<file path="config.mk">
export PLATFORM = sky130hd
export DESIGN_NAME = lane_burst_arbiter
export DESIGN_NICKNAME = d
export VERILOG_FILES = /design/src/rtl/lane_burst_arbiter.sv
export SDC_FILE = /design/constraint.sdc
export NUM_CORES = 1
export LEC_CHECK = 0
export CAP_MARGIN = 20
export CELL_PAD_IN_SITES_DETAIL_PLACEMENT = 1
export CELL_PAD_IN_SITES_GLOBAL_PLACEMENT = 1
export CORE_ASPECT_RATIO = 1.25
export CORE_MARGIN = 5
export CORE_UTILIZATION = 22
export DETAILED_ROUTE_END_ITERATION = 16
export GPL_TIMING_DRIVEN = 1
export PLACE_DENSITY_LB_ADDON = 0.1
export REMOVE_ABC_BUFFERS = 1
export SYNTH_ARGS = -nofsm -noshare
export SYNTH_HDL_FRONTEND = slang
export SYNTH_SLANG_ARGS = --single-unit
</file>
<file path="constraint.sdc">
create_clock -name clk -period 2.3 [get_ports clk]
set_input_delay 0.345 -clock clk [delete_from_list [all_inputs] [get_ports clk]]
set_output_delay 0.345 -clock clk [all_outputs]
set_load 0.1 [all_outputs]
</file>
<file path="src/rtl/lane_burst_arbiter.sv">
// lane_burst_arbiter: round-robin burst write controller for the shared ring buffer.
// Optional per-burst stall abort is enabled by defining LBA_TIMEOUT_EN.
module lane_burst_arbiter #(
   parameter int DATA_WIDTH     = 32,
   parameter int BURST_LENGTH   = 128,
   parameter int NUM_LANE       = 4,
   parameter int TIMEOUT_CYCLES = 256
) (
   input  logic                                   clk,
   input  logic                                   rst,
   input  logic [NUM_LANE-1:0]                    req,
   input  logic [NUM_LANE-1:0]                    lane_valid,
   input  logic [NUM_LANE*DATA_WIDTH-1:0]         lane_data,
   output logic [NUM_LANE-1:0]                    lane_ready,
   output logic [NUM_LANE-1:0]                    grant,
   output logic                                   buf_wen,
   output logic [DATA_WIDTH-1:0]                  buf_din,
   input  logic                                   buf_ren,
   output logic [$clog2(NUM_LANE*BURST_LENGTH):0] occupancy,
   output logic                                   burst_done,
   output logic                                   busy,
   output logic                                   err_underflow,
   output logic                                   timeout_abort
);

   localparam int DEPTH = NUM_LANE * BURST_LENGTH;
   localparam int OCC_W = $clog2(DEPTH) + 1;
   localparam int CNT_W = (BURST_LENGTH > 1) ? $clog2(BURST_LENGTH) : 1;
   localparam int IDX_W = (NUM_LANE > 1) ? $clog2(NUM_LANE) : 1;

   typedef enum logic {IDLE, BURST} state_t;

   state_t             state, state_n;
   logic [NUM_LANE-1:0] grant_n;
   logic [IDX_W-1:0]   gidx, gidx_n;
   logic [IDX_W-1:0]   last_grant, last_n;
   logic [IDX_W-1:0]   pick, cand;
   logic [CNT_W-1:0]   beat, beat_n;
   logic [OCC_W-1:0]   occ_n;
   logic               err_n;
   logic               room;
   logic               xfer;
   logic               last_beat;
   logic               stall_hit;

   assign room      = occupancy <= OCC_W'(DEPTH - BURST_LENGTH);
   assign xfer      = (state == BURST) && |(lane_valid & grant);
   assign last_beat = beat == CNT_W'(BURST_LENGTH - 1);

   assign lane_ready = grant;
   assign busy       = state == BURST;
   assign buf_wen    = xfer;
   assign buf_din    = xfer ?
      lane_data[int'(gidx)*DATA_WIDTH +: DATA_WIDTH] : '0;
   assign burst_done = xfer && last_beat;

   // scan downwards so the lane closest after last_grant wins
   always_comb begin
      pick = last_grant;
      cand = '0;
      for (int k = NUM_LANE; k >= 1; k--) begin
         cand = IDX_W'((int'(last_grant) + k) % NUM_LANE);
         if (req[cand]) pick = cand;
      end
   end

`ifdef LBA_TIMEOUT_EN
   localparam int STALL_W = $clog2(TIMEOUT_CYCLES + 1);

   logic [STALL_W-1:0] stall, stall_n;

   assign stall_hit = (state == BURST) && !xfer &&
      (stall == STALL_W'(TIMEOUT_CYCLES - 1));
   assign timeout_abort = stall_hit;

   always_comb begin
      stall_n = '0;
      if (state == BURST && !xfer) stall_n = stall + 1'b1;
   end

   always_ff @(posedge clk or posedge rst) begin
      if (rst) stall <= '0;
      else     stall <= stall_n;
   end
`else
   logic unused_cfg;

   assign unused_cfg    = |TIMEOUT_CYCLES;
   assign stall_hit     = 1'b0;
   assign timeout_abort = 1'b0;
`endif

   always_comb begin
      state_n = state;
      grant_n = grant;
      gidx_n  = gidx;
      last_n  = last_grant;
      beat_n  = beat;
      unique case (state)
         IDLE: begin
            if (|req && room) begin
               state_n = BURST;
               grant_n = NUM_LANE'(1) << pick;
               gidx_n  = pick;
               beat_n  = '0;
            end
         end
         BURST: begin
            if (xfer) beat_n = beat + 1'b1;
            if (burst_done || stall_hit) begin
               state_n = IDLE;
               grant_n = '0;
               last_n  = gidx;
            end
         end
         default: state_n = IDLE;
      endcase
   end

   // simultaneous write and read leave the count unchanged
   always_comb begin
      occ_n = occupancy;
      err_n = err_underflow;
      if (buf_ren && occupancy == '0) err_n = 1'b1;
      if (buf_wen && !buf_ren)
         occ_n = occupancy + 1'b1;
      else if (!buf_wen && buf_ren && occupancy != '0)
         occ_n = occupancy - 1'b1;
   end

   always_ff @(posedge clk or posedge rst) begin
      if (rst) begin
         state         <= IDLE;
         grant         <= '0;
         gidx          <= '0;
         last_grant    <= IDX_W'(NUM_LANE - 1);
         beat          <= '0;
         occupancy     <= '0;
         err_underflow <= 1'b0;
      end else begin
         state         <= state_n;
         grant         <= grant_n;
         gidx          <= gidx_n;
         last_grant    <= last_n;
         beat          <= beat_n;
         occupancy     <= occ_n;
         err_underflow <= err_n;
      end
   end

endmodule

</file>
==> impl_metrics.yaml <==
route:
  drc_errors: 0
  ant_nets: 0
  drt_wl_total_um: 12500
  drtIter0Drc: 38
  routedWlPerCell_um: 20.0
  via_per_inst: 4.64
  drt_pass1_iterations: 4
  vias: 2906
sta:
  hold_viol_final: 0
  rsz0062_at_grt: "true"
  max_freq_ghz: 0.413
  final_max_slew_viol_count: 0
  fin_crit_ps: 2420
  skew_ps: 5.17
  fin_ws_ps: -124
  min_period_over_period: 1.05
  setup_viol: 5
  slew_headroom: 0.548
  max_slew.worst_pin.slew_ps: 677
synthesis:
  ys_types: 54
  synth_edf_count: 0
  netlist_instances: 247
  ys_seq_area_frac: 0.254
  ys.warnings.count: 0
  avgSynthCellArea_um2: 10.8
  ys_ff_latch: 27
  synth_ff_type: "dfrtp_1"
  async_reset_ff_frac: 1.00
  post_synth_instance_area_um2: 2670
cts:
  cts_buffers: 3
  clock_latency_ps: 270
  htreeDepth: 1
  cts_root_buffer: "clkbuf_16"
  hold_buffers: 0
  clock_sinks: 27
  clkTransAtPathRegs_ps: 80
  tritoncts: "done"
  clockBufferDepth: 2
final_layout:
  fin_util: 0.453
  n_antenna_cell: 0
  final_common_cell: "clkdlybuf4s50_1"
  area_growth_syn_to_layout_pct: 104
  final_layout_size_suffix_gt1_frac: 0.338
  final_nets: 612
  final_cell_mix: "clkdlybuf4s50_1, buf_4, buf_12"
setup_path:
  worstPathArrival_ps: 2610
  cp_max_fo: 4
  cp-end-kind: "flop"
  worstSetupStartpointType: "flop"
  critPathKind: "flop to flop"
  cp_data_required_time_ps: 2480
status:
  violations: "negative setup slack"
  status: "complete, but fails checks"
place:
  place_congestion: 0.819
  port_buffers: 192
  dp_hpwl_um: 10300
global_routing:
  track_usage: 0.163
  grt_pass1_wl_um: 18500
  grt.overflow.total: 0
  grt_pass1_vias: 3123
  antenna_found_initial: 2
  grt_max_degree: 40
die:
  start_util: 0.222
  rows: 45
  die_y_um: 133
  die_w_um: 109
  dieArea_um2: 14500
  core_area_um2: 12000
  ioPinCount: 194
job:
  maxCapViolCount: 0
worst_hold_path:
  hp-class: "primary input to async pin"
-- flip-flops by register name (all words and copies together) (netlist names) --
signal         count
busy               1
occupancy         10
err_underflow      1
last_grant         2
gidx               2
beat               7
grant              4
-- critical path, cell delays in order, from the launching register on --
cell and delay [ps]:
dfrtp_1 400, a22o_1 260, o21ai_4 140, inv_2 70, nand2b_4 90, buf_4 130, ha_1 250, o21a_1 210
o31a_1 140, o221a_2 250, o21a_1 190, o31ai_2 200
-- what timing repair did --
item,in CTS,in global routing
endpoints found under the setup margin,9,7
gates resized for setup,17,6
pin swaps,15,5
setup buffers,3,0
hold endpoints to repair,0,0
-- path summary, 6_finish.rpt --
| path | start | to | slack, ps | cells after the start |
|---|---|---|---|---|
| worst max-delay path | grant[1]$_DFFE_PP0P_ | occupancy[8]$_DFFE_PP0P_ | -120 | 11 |
| worst min-delay path | rst | grant[1]$_DFFE_PP0P_ | 480 | 2 |
| worst max register to register | grant[1]$_DFFE_PP0P_ | occupancy[8]$_DFFE_PP0P_ | -120 | 11 |
| worst min register to register | err_underflow$_DFFE_PP0P_ | err_underflow$_DFFE_PP0P_ | 480 | 1 |
| max in group asynchronous | rst | occupancy[7]$_DFFE_PP0P_ | 1170 | 3 |
| min in group clk | err_underflow$_DFFE_PP0P_ | err_underflow$_DFFE_PP0P_ | 480 | 1 |
-- cells by family (layout without fill, tap and decap cells) --
group	Yosys count	in the layout	synth area share
simple gates	88	88	0.180
compound gates	47	47	0.133
mux	38	38	0.298
flops	27	27	0.254
buf+inv	25	240	0.0473
xor+xnor	11	11	0.0361
fa+ha+maj	10	10	0.0497
other cells	1	1	0.00140
-- synth_stat cells, types with 2 or more instances --
cell type  number  share of area
a21o_1          2         0.0056
a21oi_1         6          0.011
a22o_1          4          0.013
and2_1         32          0.075
buf_2           5         0.0094
buf_4           5          0.014
clkbuf_1        7         0.0098
dfrtp_1        25           0.23
dfstp_2         2          0.020
ha_1            9          0.042
inv_1           6         0.0084
mux2_4          3          0.017
mux2i_1         2         0.0075
mux4_2         32           0.27
nand2_1        22          0.031
nand2b_1        3         0.0070
nand3_1         4         0.0075
nor2_1         11          0.015
nor3_1          5         0.0094
o21a_1          6          0.017
o21ai_0        10          0.019
o21bai_1        2         0.0056
o2bb2ai_1       2         0.0066
o31ai_1         2         0.0056
or3_1           2         0.0047
xnor2_1         5          0.016
xor2_1          6          0.020
-- cell type report --
type                    count  area, um^2
inverters                   7        26.3
repair buffers            229        2520
flip-flops and latches     27         679
clock inverters             1        7.51
multi-input cells         195        1940
clock buffers               3        75.1
well taps                 164         205
fillers                  1342        6600
-- through the flow --
step / hold WS, ps / worst slack (ps) / std cells / cell area, um^2 / TNS [ps]
floorplan: 396 / -2180 / 229 / 2570 / -82190
global placement: 459 / -550 / 619 / 5270 / -3150
finish: 480 / -124 / 626 / 5450 / -476
global route: 517 / -236 / 626 / 5450 / -1130
CTS: 482 / -208 / 626 / 5440 / -583
detailed placement: 460 / -765 / 619 / 5270 / -3810
-- per-layer routing --
metal / GRT usage / part of all wire
met2: 0.296 / 0.50
met4: 0.0161 / 0.0076
met1: 0.188 / 0.38
met5: 0 / 0.0021
met3: 0.0591 / 0.11
Power is left out: the tool's default activity adds up to more than one toggle a clock period on the data nets, which glitch-free logic cannot reach.
